File: config.mk
export PLATFORM = sky130hd
export DESIGN_NAME = load_store_unit_flat
export DESIGN_NICKNAME = d
export VERILOG_FILES = /design/src/rtl/lsu_pkg.sv /design/src/rtl/load_store_unit_if.sv /design/src/rtl/lsu_align.sv /design/src/rtl/load_store_unit.sv /design/src/flat_wrapper.sv
export SDC_FILE = /design/constraint.sdc
export NUM_CORES = 1
export LEC_CHECK = 0
export CAP_MARGIN = 20
export CORE_MARGIN = 4
export CORE_UTILIZATION = 45
export CTS_BUF_LIST = sky130_fd_sc_hd__clkbuf_8
export CTS_CLUSTER_DIAMETER = 100
export CTS_CLUSTER_SIZE = 12
export DETAILED_ROUTE_END_ITERATION = 8
export GPL_ROUTABILITY_DRIVEN = 1
export GPL_TIMING_DRIVEN = 0
export HOLD_SLACK_MARGIN = 0.02
export PLACE_DENSITY_LB_ADDON = 0.15
export SYNTH_ARGS = -nofsm -noshare
export SYNTH_HDL_FRONTEND = slang
export SYNTH_SLANG_ARGS = --single-unit
File: constraint.sdc
create_clock -name clk -period 3.5 [get_ports clk]
set_input_delay 0.7 -clock clk [delete_from_list [all_inputs] [get_ports clk]]
set_output_delay 0.7 -clock clk [all_outputs]
set_load 0.02 [all_outputs]
File: src/rtl/lsu_pkg.sv
// Shared definitions for the load/store unit: funct3 encodings, lane widths,
// FSM state type and the request legality check.
package lsu_pkg;

  localparam int BYTE_W    = 8;
  localparam int HALF_W    = 16;
  localparam int WORD_W    = 32;
  localparam int NUM_LANES = WORD_W / BYTE_W;

  localparam logic [2:0] F3_B  = 3'b000;
  localparam logic [2:0] F3_H  = 3'b001;
  localparam logic [2:0] F3_W  = 3'b010;
  localparam logic [2:0] F3_BU = 3'b100;
  localparam logic [2:0] F3_HU = 3'b101;

  typedef enum logic [2:0] {
    IDLE    = 3'd0,
    READ    = 3'd1,
    CAPTURE = 3'd2,
    MERGE   = 3'd3,
    WRITE   = 3'd4
  } lsuState_e;

  // Illegal funct3 or misaligned address for the given direction.
  function automatic logic accessErr(input logic we, input logic [2:0] f3,
                                     input logic [1:0] lo);
    logic err;
    err = 1'b1;
    if (we) begin
      case (f3)
        F3_B:    err = 1'b0;
        F3_H:    err = lo[0];
        F3_W:    err = |lo;
        default: err = 1'b1;
      endcase
    end else begin
      case (f3)
        F3_B, F3_BU: err = 1'b0;
        F3_H, F3_HU: err = lo[0];
        F3_W:        err = |lo;
        default:     err = 1'b1;
      endcase
    end
    return err;
  endfunction

endpackage

File: src/rtl/load_store_unit_if.sv
// Request/response and data-memory signals of the load/store unit.
// slave = the unit itself; master = pipeline plus memory environment.
interface load_store_unit_if #(parameter int ADDR_W = 32);
  logic              req_valid;
  logic              req_ready;
  logic              req_we;
  logic [2:0]        req_funct3;
  logic [ADDR_W-1:0] req_addr;
  logic [31:0]       req_wdata;
  logic              resp_valid;
  logic              resp_err;
  logic [31:0]       resp_rdata;
  logic [ADDR_W-1:0] mem_addr;
  logic [31:0]       mem_wdata;
  logic              mem_re;
  logic              mem_we;
  logic [31:0]       mem_rdata;

  modport slave (
    input  req_valid, req_we, req_funct3, req_addr, req_wdata, mem_rdata,
    output req_ready, resp_valid, resp_err, resp_rdata,
           mem_addr, mem_wdata, mem_re, mem_we
  );

  modport master (
    output req_valid, req_we, req_funct3, req_addr, req_wdata, mem_rdata,
    input  req_ready, resp_valid, resp_err, resp_rdata,
           mem_addr, mem_wdata, mem_re, mem_we
  );
endinterface

File: src/rtl/lsu_align.sv
// Combinational lane logic: load lane extraction with sign/zero extension and
// sub-word store merge into the old memory word.
module lsu_align
  import lsu_pkg::*;
(
  input  logic [WORD_W-1:0] memWord,
  input  logic [HALF_W-1:0] wdata,
  input  logic [1:0]        addrLo,
  input  logic [2:0]        funct3,
  output logic [WORD_W-1:0] loadData,
  output logic [WORD_W-1:0] mergedWord
);

  logic [NUM_LANES-1:0][BYTE_W-1:0] oldLanes;
  logic [NUM_LANES-1:0][BYTE_W-1:0] newLanes;
  logic [NUM_LANES-1:0]             laneEn;
  logic [BYTE_W-1:0]                byteSel;
  logic [HALF_W-1:0]                halfSel;

  assign oldLanes   = memWord;
  assign mergedWord = newLanes;
  assign byteSel    = oldLanes[addrLo];
  assign halfSel    = {oldLanes[{addrLo[1], 1'b1}], oldLanes[{addrLo[1], 1'b0}]};

  always_comb begin
    loadData = memWord;
    case (funct3)
      F3_B:    loadData = {{(WORD_W-BYTE_W){byteSel[BYTE_W-1]}}, byteSel};
      F3_BU:   loadData = {{(WORD_W-BYTE_W){1'b0}}, byteSel};
      F3_H:    loadData = {{(WORD_W-HALF_W){halfSel[HALF_W-1]}}, halfSel};
      F3_HU:   loadData = {{(WORD_W-HALF_W){1'b0}}, halfSel};
      default: loadData = memWord;
    endcase
  end

  // A halfword store drives lane pair {addr[1],x}; odd lanes take the upper store byte.
  for (genvar i = 0; i < NUM_LANES; i++) begin : gLane
    localparam logic [1:0] LANE = 2'(i);
    assign laneEn[i]   = (funct3 == F3_B) ? (addrLo == LANE)
                                          : ((funct3 == F3_H) && (addrLo[1] == LANE[1]));
    assign newLanes[i] = !laneEn[i]       ? oldLanes[i]
                       : (funct3 == F3_H) ? wdata[BYTE_W*(i%2) +: BYTE_W]
                                          : wdata[BYTE_W-1:0];
  end

endmodule

File: src/rtl/load_store_unit.sv
// Load/store unit between the MEM stage and a word-addressed data memory.
// Optional word-index range check: define LSU_BOUNDS_CHECK_EN.
module load_store_unit
  import lsu_pkg::*;
#(
  parameter int ADDR_W    = 32,
  parameter int MEM_WORDS = 256
) (
  input  logic                   clk,
  input  logic                   rst_n,
  load_store_unit_if.slave       bus
);

  if (MEM_WORDS <= 0 || ADDR_W <= 2) begin : gBadCfg
    $error("load_store_unit: MEM_WORDS must be positive and ADDR_W above 2");
  end

  lsuState_e         state, nextState;
  logic              reqWe;
  logic [2:0]        reqF3;
  logic [ADDR_W-1:0] reqAddr;
  logic [HALF_W-1:0] reqWdata;
  logic [WORD_W-1:0] mergeReg;
  logic [WORD_W-1:0] loadData;
  logic [WORD_W-1:0] mergedWord;
  logic              accept;
  logic              acceptErr;
  logic              outOfRange;

`ifdef LSU_BOUNDS_CHECK_EN
  assign outOfRange = {2'b00, bus.req_addr[ADDR_W-1:2]} >= ADDR_W'(MEM_WORDS);
`else
  assign outOfRange = 1'b0;
`endif

  assign accept    = bus.req_valid && (state == IDLE);
  assign acceptErr = accessErr(bus.req_we, bus.req_funct3, bus.req_addr[1:0]) || outOfRange;

  // Memory side is purely a function of state and the captured request.
  assign bus.req_ready = (state == IDLE);
  assign bus.mem_re    = (state == READ);
  assign bus.mem_we    = (state == WRITE);
  assign bus.mem_addr  = {2'b00, reqAddr[ADDR_W-1:2]};
  assign bus.mem_wdata = mergeReg;

  lsu_align uAlign (
    .memWord    (bus.mem_rdata),
    .wdata      (reqWdata),
    .addrLo     (reqAddr[1:0]),
    .funct3     (reqF3),
    .loadData   (loadData),
    .mergedWord (mergedWord)
  );

  always_ff @(posedge clk or negedge rst_n) begin
    if (!rst_n) state <= IDLE;
    else        state <= nextState;
  end

  always_comb begin
    nextState = state;
    case (state)
      IDLE:    if (accept && !acceptErr)
                 nextState = (bus.req_we && bus.req_funct3 == F3_W) ? WRITE : READ;
      READ:    nextState = reqWe ? MERGE : CAPTURE;
      CAPTURE: nextState = IDLE;
      MERGE:   nextState = WRITE;
      WRITE:   nextState = IDLE;
      default: nextState = IDLE;
    endcase
  end

  // Response and request/merge registers; responses are single-cycle pulses.
  always_ff @(posedge clk or negedge rst_n) begin
    if (!rst_n) begin
      reqWe           <= 1'b0;
      reqF3           <= '0;
      reqAddr         <= '0;
      reqWdata        <= '0;
      mergeReg        <= '0;
      bus.resp_valid  <= 1'b0;
      bus.resp_err    <= 1'b0;
      bus.resp_rdata  <= '0;
    end else begin
      bus.resp_valid <= 1'b0;
      bus.resp_err   <= 1'b0;
      bus.resp_rdata <= '0;
      case (state)
        IDLE: if (accept) begin
          reqWe    <= bus.req_we;
          reqF3    <= bus.req_funct3;
          reqAddr  <= bus.req_addr;
          reqWdata <= bus.req_wdata[HALF_W-1:0];
          if (acceptErr) begin
            bus.resp_valid <= 1'b1;
            bus.resp_err   <= 1'b1;
          end else if (bus.req_we && bus.req_funct3 == F3_W) begin
            mergeReg <= bus.req_wdata;
          end
        end
        CAPTURE: begin
          bus.resp_valid <= 1'b1;
          bus.resp_rdata <= loadData;
        end
        MERGE:   mergeReg <= mergedWord;
        WRITE:   bus.resp_valid <= 1'b1;
        default: ;
      endcase
    end
  end

endmodule

File: src/flat_wrapper.sv
// flat-port wrapper written by rule: the top's interface ports become plain ports
module load_store_unit_flat import lsu_pkg::*;
#(
  parameter int ADDR_W    = 32,
  parameter int MEM_WORDS = 256
)
  (clk, rst_n, bus_req_valid, bus_req_we, bus_req_funct3, bus_req_addr, bus_req_wdata, bus_mem_rdata, bus_req_ready, bus_resp_valid, bus_resp_err, bus_resp_rdata, bus_mem_addr, bus_mem_wdata, bus_mem_re, bus_mem_we);
  load_store_unit_if #(.ADDR_W(ADDR_W)) bus_i ();
  input  logic clk;
  input  logic rst_n;
  input wire logic [$bits(bus_i.req_valid)-1:0] bus_req_valid;
  input wire logic [$bits(bus_i.req_we)-1:0] bus_req_we;
  input wire logic [$bits(bus_i.req_funct3)-1:0] bus_req_funct3;
  input wire logic [$bits(bus_i.req_addr)-1:0] bus_req_addr;
  input wire logic [$bits(bus_i.req_wdata)-1:0] bus_req_wdata;
  input wire logic [$bits(bus_i.mem_rdata)-1:0] bus_mem_rdata;
  output wire logic [$bits(bus_i.req_ready)-1:0] bus_req_ready;
  output wire logic [$bits(bus_i.resp_valid)-1:0] bus_resp_valid;
  output wire logic [$bits(bus_i.resp_err)-1:0] bus_resp_err;
  output wire logic [$bits(bus_i.resp_rdata)-1:0] bus_resp_rdata;
  output wire logic [$bits(bus_i.mem_addr)-1:0] bus_mem_addr;
  output wire logic [$bits(bus_i.mem_wdata)-1:0] bus_mem_wdata;
  output wire logic [$bits(bus_i.mem_re)-1:0] bus_mem_re;
  output wire logic [$bits(bus_i.mem_we)-1:0] bus_mem_we;
  assign bus_i.req_valid = bus_req_valid;
  assign bus_i.req_we = bus_req_we;
  assign bus_i.req_funct3 = bus_req_funct3;
  assign bus_i.req_addr = bus_req_addr;
  assign bus_i.req_wdata = bus_req_wdata;
  assign bus_i.mem_rdata = bus_mem_rdata;
  assign bus_req_ready = bus_i.req_ready;
  assign bus_resp_valid = bus_i.resp_valid;
  assign bus_resp_err = bus_i.resp_err;
  assign bus_resp_rdata = bus_i.resp_rdata;
  assign bus_mem_addr = bus_i.mem_addr;
  assign bus_mem_wdata = bus_i.mem_wdata;
  assign bus_mem_re = bus_i.mem_re;
  assign bus_mem_we = bus_i.mem_we;
  load_store_unit #(.ADDR_W(ADDR_W), .MEM_WORDS(MEM_WORDS)) u_core (.clk(clk), .rst_n(rst_n), .bus(bus_i));
endmodule
Word-level counts from Yosys, hierarchy flattened
Index checks and enable logic that the tools add are counted.
Word-level totals
  logic and storage cells: 80
  output and inout bits: 101
  register bits after elaboration: 121
Operators by class
  multiplexer cells: 32
  equal/unequal tests: 18
  reductions and logical operators: 17
  order comparisons: 3
  bitwise logic cells: 1
Operator list (number)
  two-way mux 32 bit: 4
  case mux 32 bit (4 select lines): 1
  two-way mux 8 bit: 10
  case mux 32 bit (2 select lines): 1
  binary-select mux 8 bit (select 2 bit): 1
  == test 3 bit (second input constant): 5
  == test 3 x 1 -> 1 bit (second input constant): 3
  == test 3 x 2 -> 1 bit (second input constant): 3
  logical NOT 3 bit: 3
  less-than comparator 2 x 3 -> 1 bit (second input constant): 3
  two-way mux 1 bit: 9
  case mux 3 bit (3 select lines): 1
  OR reduction 2 bit: 4
  two-way mux 3 bit: 2
  != test 2 x 1 -> 1 bit (second input constant): 3
  case mux 1 bit (3 select lines): 2
  logical AND 1 bit: 5
  == test 2 bit (second input constant): 2
  AND reduction 4 bit: 1
  == test 2 x 1 -> 1 bit (second input constant): 1
  logical NOT 2 bit: 1
  != test 2 bit (second input constant): 1
  case mux 1 bit (2 select lines): 1
  AND reduction 2 bit: 1
  3 further kinds: 3

Depth between registers and ports, before layout
Gate-level depths: netlist of run 1.
  depth in word-level cells: 8
  gate-level depth with buffers: 7
  gate-level depth less buffers: 4

Modules after synthesis
From an unflattened synthesis of run 1, not the netlist that was laid out.
Second synthesis, totals
  cells, all modules: 494
  area total of the unflattened synthesis: 6513.7 um^2
By module, submodules not included
  load_store_unit: times used 1, sequential area each 3027.9 um^2, area each 5252.5 um^2, cells each 347
  lsu_align: times used 1, sequential area each 0.0 um^2, area each 1261.2 um^2, cells each 147

Worst setup path after synthesis of run 1
No wires, ideal clock.
  kind: input to register
  from: input bus_req_funct3[2]
  to: register u_core.mergeReg[27], in the netlist u_core.bus.mem_wdata[27]
  setup time: 0.104 ns
  buffers on the path: 2
  arrival: 1.961 ns
  required time: 3.396 ns
  cell stages on the path: 6
  setup slack: 1.435 ns
  cells stage by stage: nor4bb_1 o211a_1 buf_2 nor2_1 buf_2 a221oi_1
Between the ends
  cells in the longest elaborated chain, start to end: 6
  elaborated cells between the ends (all ways): 14
  those cells by class: 6 x eq/ne; 3 x mux; 5 x reduce/logical
Ends and longest elaborated chain
  start: declaration: line flat_wrapper.sv:13  | input wire logic [$bits(bus_i.req_funct3)-1:0] bus_req_funct3;
  == test 3 x 1 -> 1 bit, or another cell as far along: line lsu_pkg.sv:30, lsu_pkg.sv:37
  OR reduction 2 bit: line lsu_pkg.sv:37  | case (f3)
  case mux 1 bit (3 select lines): line lsu_pkg.sv:37
  two-way mux 1 bit: line lsu_pkg.sv:29  | if (we) begin
  != test 2 bit (no source line)
  AND reduction 4 bit (no source line) (*)
  end signal: assignment: line load_store_unit.sv:98  | mergeReg <= bus.req_wdata;
  end signal: assignment: line load_store_unit.sv:105  | MERGE: mergeReg <= mergedWord;
  end: declaration: line load_store_unit.sv:23  | logic [WORD_W-1:0] mergeReg;
Every way passes the cells marked *; elsewhere a longest branch is shown, timed or not.
A chain may end at the register's enable or synchronous reset.

Worst setup path after layout of run 1
  from: register u_core.state[1]
  to: output bus_mem_we
Between the ends
  cells in the longest elaborated chain, start to end: 1
Ends and longest elaborated chain
  start: declaration: line load_store_unit.sv:18  | lsuState_e state, nextState;
  start signal: assignment: line load_store_unit.sv:57  | else state <= nextState;
  == test 3 bit: line load_store_unit.sv:42  | assign bus.mem_we = (state == WRITE);
  end: declaration: line flat_wrapper.sv:24  | output wire logic [$bits(bus_i.mem_we)-1:0] bus_mem_we;
No other way between the ends.

==> results of run 1 <==
## how the worst max path moves through the flow
stage                      start                  endpoint  slack (ns)  cells past startpoint
2_1_floorplan  bus_req_funct3[2]  u_core.bus.mem_wdata[27]        1.43                      6
3_3_place_gp               rst_n   u_core.bus.mem_wdata[1]       -2.84                      1
3_5_place_dp   bus_req_funct3[1]  u_core.bus.mem_wdata[25]        0.49                      7
4_1_cts          u_core.state[1]                bus_mem_we        0.65                      3
5_1_grt          u_core.state[1]                bus_mem_we        0.50                      3
6_report         u_core.state[1]                bus_mem_we        0.67                      3
## logic make-up (layout without fill, tap and decap cells)
family,Yosys count,count (layout)
multiplexers,44,44
buffers and inverters,99,333
AO/OA/AOI/OAI,92,92
flip-flops,121,121
other,1,2
AND/OR/NAND/NOR,265,265
## registers in the layout, summed over array words and instances (netlist names)
register,flops
u_core.bus.mem_wdata,32
u_core.bus.resp_err,1
u_core.bus.resp_rdata,32
u_core.bus.resp_valid,1
u_core.reqAddr,32
u_core.reqF3,3
u_core.reqWdata,16
u_core.reqWe,1
u_core.state,3
## power by group through the flow
stage	Sequential (mW)	Clock (mW)	Combinational [mW]
2_1_floorplan	2.68	0	2.11
3_3_place_gp	2.37	0	4.03
3_5_place_dp	2.38	0	4.13
4_1_cts	2.36	1.21	4.15
5_1_grt	2.42	1.28	4.45
6_report	2.36	1.19	4.13
## critical path: cells and delay by family, from the launching register on
family        cells  cell delay [ns]
buf+inv           2             0.93
simple gates      1             0.34
flops             1             0.43
## metal layers
metal / up-vias / global-route usage / share of wire
met1: 2580 / 0.327 / 0.43
met5: - / 0 / 0
li1: 2514 / - / -
met4: 0 / 0.110 / 0.035
met3: 46 / 0.0562 / 0.072
met2: 262 / 0.390 / 0.46
## metrics by stage
step	instance area, um2	hold slack [ns]	std cells	total power, mW	setup WS, ns
2_1_floorplan	5810	0.404	623	4.79	1.43
3_3_place_gp	8040	0.453	996	6.39	-2.84
3_5_place_dp	8070	0.464	997	6.51	0.491
4_1_cts	8440	0.246	1029	7.72	0.654
5_1_grt	8440	0.267	1029	8.16	0.501
6_report	8440	0.247	1029	7.68	0.669
## layout make-up
type / count / area, um2 / share of cell area
timing repair buffer: 202 / 2040 / 0.242
buffer: 72 / 402 / 0.0476
inverter: 27 / 101 / 0.0120
sequential: 121 / 3030 / 0.359
tap: 172 / 215 / 0.0255
clock buffer: 19 / 262 / 0.0310
multi-input combinational: 403 / 2280 / 0.270
clock inverter: 13 / 111 / 0.0132
## cell usage in the layout (no fill, tap or decap), types with 8 or more instances in the layout
master             n
nor3_1            20
mux2_2             8
a21oi_1           19
mux2i_1           35
nand2_1          186
clkinv_2           8
nor2_1            40
buf_4             32
buf_2              9
clkbuf_1          25
o21ai_0           11
a22oi_1           15
clkbuf_8          19
inv_1             29
dfrtp_1          121
a221oi_1          24
clkdlybuf4s50_1  200
==> reports/qor.yml, run 1 <==
grt_pass1_vias: 5453
synth_edf_count: 0
drt_iter0_drc: 300
rsz0062_at_grt: "false"
cts_sinks: 121
p_sw_mw: 3.13
clockBufferDepth: 2
ctsResizeCount: 0
dieArea_mm2: 0.0148
arrival_ns: 2.13
drtAntennaViolNets: 0
cpMaxStageDelayCell: "clkdlybuf4s50_1"
path_class: "register to output pin"
crit-reg2reg-launch: "u_core.state[2]"
r2r_cells: 7
p_seq_frac: 0.307
timing.fmax_ghz: 0.353
yosys.area_share.adder: 0
post_cts_buffers: 0
syn_area_mm2: 0.00581
required_ns: 2.80
start_util: 0.460
crit_chain: "clkbuf_1 > nor3b_1 > clkdlybuf4s50_1"
p_int_mw: 4.54
hold_path.class: "input port to async pin"
antenna_cells: 0
end_kind: "output pin"
ios: 204
slew_headroom: 0.438
n_fill_cell: 1058
clkPwrFrac: 0.154
peakVddDrop_mv: 0.430
drv_cap: 0
first_pass_iters: 4
holdBufCountCts: 0
ys_ff_latch: 121
p_comb_frac: 0.538
switching_share: 0.408
hold_viol_final: 0
cts_root_buffer: "clkbuf_8"
synth_cell_type_count: 41
max_stage_delay_ns: 0.66
synthSimpleGateAreaFrac: 0.191
die_w_um: 122
grt_pass1_wl_um: 28200
die_h_um: 122
synthTopCellsByCount: "nand2_1, dfrtp_1, nor2_1"
maxSlewViolCount: 0
ys_seq_area_frac: 0.521
track_usage: 0.247
rr_endpoint: "u_core.bus.mem_wdata[31]"
fin_util: 0.669
synth.most_common_cell: "nand2_1"
drive_gt1_frac: 0.109
clk_pin_slew_ns: 0.07
muxShareOfSynthArea: 0.0797
tns_ns: 0
synth_top_area_cell: "dfrtp_1"
ys_warn_count: 0
synthFlopType: "dfrtp_1"
cellPowerDensity_mw_per_mm2: 910
status: "finished clean"
drc_errors: 0
htree_levels: 4
clock_latency_ns: 0.43
synthToLayoutAreaGrowth_pct: 45.3
synth-compound-area-share: 0.120
vias: 5402
synth.top_cells.by_area: "dfrtp_1, nand2_1, mux2i_1"
worst_slew_pin_slew_ns: 0.837
antenna_found_initial: 0
syn_inst: 622
layout.nets: 947
fin_crit_ns: 2.83
finClkSkew_ns: 0.00747
period_share: 0.809
hpwlAfterDp_um: 14200
synth-xor-area-share: 0
setup_viol: 0
p_leak_nw: 4.01
grt_max_degree: 63
vias_per_cell: 5.25
async_flop_share: 1.00
path_max_fanout: 10
synth_top_family_by_area: "simple AND/OR/NAND/NOR gates"
row_count: 41
r2r_slack_ns: 1.12
core_mm2: 0.0126
wl_um: 18400
cts_tree: "built"
startpoint_type: "register"
overflow: 0
numCtsBuffers: 17
syn_avg_cell_area_um2: 9.34
yosysTopAreaCellShare: 0.521
wl_per_cell_um: 17.9
gp_congestion: 0.917
io_buffers: 201
No activity file was read; power rests on OpenSTA's default activity.
==> inputs of run 2 (changes only) <==
Settings changed: CORE_UTILIZATION 45 to 42.
Clock period 3.5 ns to 2.6 ns, I/O delays scaled along.
==> run 2 against run 1 <==
Via count decreased by 2.0%; largest power group unchanged; register-to-register slack lost 0.74 ns; critical endpoint is now bus_req_ready; design area is 1.1% higher; critical path depth unchanged; worst hold slack got worse by 0.22 ns; power is 39% higher; final cell count grew 0.29%; global-route usage decreased by 1.2 points; die area rose by 6.7%; clock skew is 0.0031 ns higher; core utilization is 3.2 points lower; largest cell class unchanged; sequential power is 36% higher.
==> reports/qor.yml, run 2 (synthesis gave the netlist of run 1 again) <==
status: "finished clean"  # unchanged
cts_root_buffer: "clkbuf_8"  # unchanged
pre_cts_ws_ns: -0.253  # was 0.491 ns
drt_iter0_drc: 346  # was 300
layout.nets: 948  # was 947
path_class: "register to output pin"  # unchanged
required_ns: 2.08  # was 2.80 ns
setup_slack_ns: 0.0945  # was 0.669 ns
drc_errors: 0  # unchanged
period_share: 0.964
numCtsBuffers: 17  # unchanged
fin_cells: 1032  # was 1029
core_mm2: 0.0134  # was 0.0126 mm2
tns_ns: 0  # unchanged
rsz0062_at_grt: "false"  # unchanged
r2r_slack_ns: 0.38  # was 1.12 ns
slew_headroom: 0.450  # was 0.438
wl_per_cell_um: 17.9  # about the same
placed_cells: 1001  # was 997
layout_commonest_cell: "clkdlybuf4s50_1"  # unchanged
ios: 204  # unchanged
first_pass_iters: 5  # was 4
final_cell_mix: "clkdlybuf4s50_1, nand2_1, dfrtp_1"  # unchanged
fin_util: 0.637  # was 0.669
gp_congestion: 0.876  # was 0.917
setup_viol: 0  # unchanged
maxSlewViolCount: 0  # unchanged
dieArea_mm2: 0.0158  # was 0.0148 mm2
hold_viol_final: 0  # unchanged
die_w_um: 126  # was 122 um
row_count: 42  # was 41
max_stage_delay_ns: 0.67  # was 0.66 ns
die_h_um: 126  # was 122 um
cpMaxStageDelayCell: "clkdlybuf4s50_1"  # unchanged
htree_levels: 4  # unchanged
arrival_ns: 1.99  # was 2.13 ns
cts_tree: "built"  # unchanged
clk_pin_slew_ns: 0.06  # was 0.07 ns
drtAntennaViolNets: 0  # unchanged
grt_max_degree: 73  # was 63
end_kind: "output pin"  # unchanged
startpoint_type: "register"  # unchanged
vias_per_cell: 5.13  # was 5.25
grt_pass1_wl_um: 29300  # was 28200 um
finClkSkew_ns: 0.0106  # was 0.00747 ns
fin_crit_ns: 2.51
clockBufferDepth: 2  # unchanged
worst_slew_pin_slew_ns: 0.819  # was 0.837 ns
peakVddDrop_mv: 0.640  # was 0.430 mV
track_usage: 0.235  # was 0.247
path_max_fanout: 8  # was 10
wl_um: 18500  # was 18400 um
hold_path.class: "input port to async pin"  # unchanged
start_util: 0.434  # was 0.460
cellPowerDensity_mw_per_mm2: 1250  # was 910 mW/mm2
grt_pass1_vias: 5334  # was 5453
clock_latency_ns: 0.44  # was 0.43 ns
hpwlAfterDp_um: 14100  # was 14200 um
r2r_cells: 8  # was 7
overflow: 0  # unchanged
drive_gt1_frac: 0.110  # was 0.109
antenna_cells: 0  # unchanged
synthToLayoutAreaGrowth_pct: 46.9  # was 45.3%
cts_sinks: 121  # unchanged
crit_chain: "clkbuf_1 > nor3_1 > clkdlybuf4s50_1"  # was clkbuf_1 > nor3b_1 > clkdlybuf4s50_1
crit-reg2reg-launch: "u_core.state[2]"  # unchanged
drv_cap: 0  # unchanged
io_buffers: 201  # unchanged
rr_endpoint: "u_core.bus.mem_wdata[31]"  # unchanged
holdBufCountCts: 0  # unchanged
antenna_found_initial: 0  # unchanged
p_leak_nw: 4.04  # was 4.01 nW
vias: 5293  # was 5402
timing.fmax_ghz: 0.399
## run 2: what timing repair did
action	in CTS	in global routing
gates resized for setup	1	0
setup endpoints to repair	1	3
setup buffers	0	2
cloned	0	0
## run 2: worst max-delay path: cells and delay by family, from the launching register on
family,cells,cell delay (ns)
buffers and inverters,2,0.84
DFF,1,0.37
and+or+nand+nor,1,0.35
## run 2: through the flow
| step | hold slack, ns | total power, mW | area [um2] |
|---|---|---|---|
| 6_report | 0.0250 | 10.7 | 8530 |
| 5_1_grt | 0.0342 | 11.3 | 8530 |
| 4_1_cts | 0.0293 | 10.8 | 8520 |
| 3_5_place_dp | 0.460 | 8.79 | 8070 |
| 3_3_place_gp | 0.452 | 8.67 | 8050 |
| 2_1_floorplan | 0.224 | 6.45 | 5810 |
## run 2: worst max path at each step
stage,from,to,cells after the start
final,u_core.state[2],bus_req_ready,3
after global routing,u_core.state[2],bus_req_ready,3
after CTS,u_core.state[2],bus_req_ready,3
after detailed placement,bus_req_funct3[1],u_core.bus.mem_wdata[28],7
after global placement,rst_n,u_core.reqAddr[27],1
after floorplan,bus_req_funct3[2],u_core.bus.mem_wdata[27],6
## run 2: report_power, final
part           switching (mW)  internal [mW]
clock network           0.725           1.20
registers               0.487           2.71
logic                    3.02           2.53
## run 2: metal layers
layer	track usage	up-vias	wire, um
met2	0.366	212	8540
li1	-	2519	-
met1	0.326	2536	8320
met5	0	-	0
met3	0.0593	26	1300
met4	0.0733	0	327
## run 2: area by class of cell
cell class                 count  area, um2
buffer                        71        398
clock buffer                  20        275
clock inverter                10        175
fill                        1140       4870
inverter                      27        101
multi-input combinational    403       2280
sequential                   121       3030
tap                          176        220
timing repair buffer         204       2050
==> inputs of run 3 (changes only) <==
Settings changed: REMOVE_ABC_BUFFERS from default to 1.
==> run 3 against run 2 <==
The run now ends with negative setup slack left; via count fell by 2.9%; combinational power is 9.2% lower; sequential cell count unchanged; die area stayed put; sequential share of layout area increased by 1.3 points; critical path depth shrank 1; clock-buffer cell count increased by 1; clock power shrank 7%; clock skew increased by 0.0013 ns.
==> reports/qor.yml, run 3 (synthesis gave the netlist of run 1 again) <==
grt_pass1_vias: 5316  # was 5334
placed_cells: 940  # was 1001
startpoint_type: "register"  # unchanged
timing.fmax_ghz: 0.374  # was 0.399 GHz
cellPowerDensity_mw_per_mm2: 1240  # was 1250 mW/mm2
wl_per_cell_um: 18.2  # was 17.9 um
start_util: 0.434  # unchanged
p_leak_nw: 3.85  # was 4.04 nW
wl_um: 17700  # was 18500 um
period_share: 1.03  # was 0.964
worst_slew_pin_slew_ns: 0.892  # was 0.819 ns
numCtsBuffers: 17  # unchanged
hold_viol_final: 0  # unchanged
grt_max_degree: 69  # was 73
antenna_found_initial: 0  # unchanged
drt_iter0_drc: 350  # was 346
core_mm2: 0.0134  # unchanged
setup_viol: 1  # was 0
final_cell_mix: "clkdlybuf4s50_1, nand2_1, dfrtp_1"  # unchanged
clk_pin_slew_ns: 0.06  # about the same
crit-reg2reg-launch: "u_core.state[1]"  # was u_core.state[2]
required_ns: 2.08  # about the same
ios: 204  # unchanged
setup_slack_ns: -0.0772  # was 0.0945 ns
cts_sinks: 121  # unchanged
antenna_cells: 0  # unchanged
clockBufferDepth: 2  # unchanged
die_h_um: 126  # unchanged
drc_errors: 0  # unchanged
drv_cap: 0  # unchanged
track_usage: 0.227  # was 0.235
row_count: 42  # unchanged
path_max_fanout: 15  # was 8
arrival_ns: 2.16  # was 1.99 ns
rr_endpoint: "u_core.bus.mem_wdata[8]"  # was u_core.bus.mem_wdata[31]
violations: "negative setup slack"
layout_commonest_cell: "clkdlybuf4s50_1"  # unchanged
overflow: 0  # unchanged
fin_crit_ns: 2.68  # was 2.51 ns
drtAntennaViolNets: 0  # unchanged
r2r_cells: 4  # was 8
synthToLayoutAreaGrowth_pct: 42.0  # was 46.9%
dieArea_mm2: 0.0158  # unchanged
fin_cells: 973  # was 1032
clock_latency_ns: 0.44  # about the same
hpwlAfterDp_um: 13100  # was 14100 um
finClkSkew_ns: 0.0119  # was 0.0106 ns
grt_pass1_wl_um: 28300  # was 29300 um
cts_root_buffer: "clkbuf_8"  # unchanged
fin_area_mm2: 0.00825  # was 0.00853 mm2
post_dp_cell_area_mm2: 0.00778  # was 0.00807 mm2
hold_path.class: "input port to async pin"  # unchanged
end_kind: "output pin"  # unchanged
io_buffers: 201  # unchanged
rsz0062_at_grt: "true"  # was false
drive_gt1_frac: 0.0903  # was 0.110
die_w_um: 126  # unchanged
tns_ns: -0.0772  # was 0 ns
r2r_slack_ns: 0.05  # was 0.38 ns
gp_congestion: 0.845  # was 0.876
vias: 5140  # was 5293
peakVddDrop_mv: 0.629  # was 0.640 mV
status: "finished, violations left"  # was finished clean
layout.nets: 888  # was 948
holdBufCountCts: 0  # unchanged
slew_headroom: 0.401  # was 0.450
first_pass_iters: 5  # unchanged
path_class: "register to output pin"  # unchanged
n_fill_cell: 1147  # was 1140
htree_levels: 4  # unchanged
power.total_mw: 10.2  # was 10.7 mW
maxSlewViolCount: 0  # unchanged
vias_per_cell: 5.28  # was 5.13
cts_tree: "built"  # unchanged
whs_ns: 0.0436  # was 0.0250 ns
[run 3: cell types whose count changed in the layout (fill, tap and decap cells not counted), moves of 2 or more]
cell       previous run  this run
buf_2                 9         0
clkbuf_1             24         0
bufinv_16             5         3
buf_1                 6         0
buf_4                34        11
[run 3: worst max path at each step]
stage / start / to / slack, ns / depth (start not counted)
2_1_floorplan: u_core.state[1] / u_core.bus.mem_wdata[6] / -5.04 / 4
3_3_place_gp: bus_req_valid / u_core.bus.mem_wdata[6] / -11.63 / 5
3_5_place_dp: bus_req_valid / u_core.bus.mem_wdata[8] / -0.94 / 6
4_1_cts: u_core.state[1] / bus_mem_we / -0.04 / 2
5_1_grt: u_core.state[1] / bus_mem_re / -0.15 / 2
6_report: u_core.state[1] / bus_mem_re / -0.08 / 2
[run 3: metrics by stage]
stage | utilization | worst slack (ns)
after CTS | 0.613 | -0.0449
after floorplan | - | -5.04
after global routing | 0.615 | -0.153
after detailed placement | 0.581 | -0.942
final | 0.615 | -0.0772
after global placement | 0.570 | -11.63
[run 3: report_power, final]
part           internal [mW]  switching [mW]  total (mW)  leakage [nW]
clock network           1.03           0.744        1.78         0.217
logic                   2.30            2.74        5.04          2.14
registers               2.71           0.676        3.38          1.49
total                   6.04            4.16        10.2          3.85
[run 3: worst max-delay path: stages, from the launching register on]
cell             delay [ns]
dfrtp_1                0.62
nor3b_1                0.43
clkdlybuf4s50_1        0.68
[run 3: routing by layer]
layer,vias to the layer above,global-route usage,routed length (um)
met5,-,0,0
met4,0,0.0823,343
met3,29,0.0838,1680
met2,223,0.366,8420
met1,2484,0.280,7300
li1,2404,-,-
[run 3: final cells by class]
| type | instances | area (um2) | area share |
|---|---|---|---|
| timing repair buffer | 215 | 2150 | 0.261 |
| clock buffer | 21 | 289 | 0.0350 |
| tap | 176 | 220 | 0.0267 |
| inverter | 27 | 101 | 0.0123 |
| multi-input combinational | 403 | 2330 | 0.282 |
| clock inverter | 10 | 126 | 0.0153 |
| sequential | 121 | 3030 | 0.367 |
[run 3: timing repair]
item,4_1_cts,5_1_grt
gates resized for setup,5,3
pin swaps,0,2
setup endpoints to repair,29,26
setup buffers,0,2
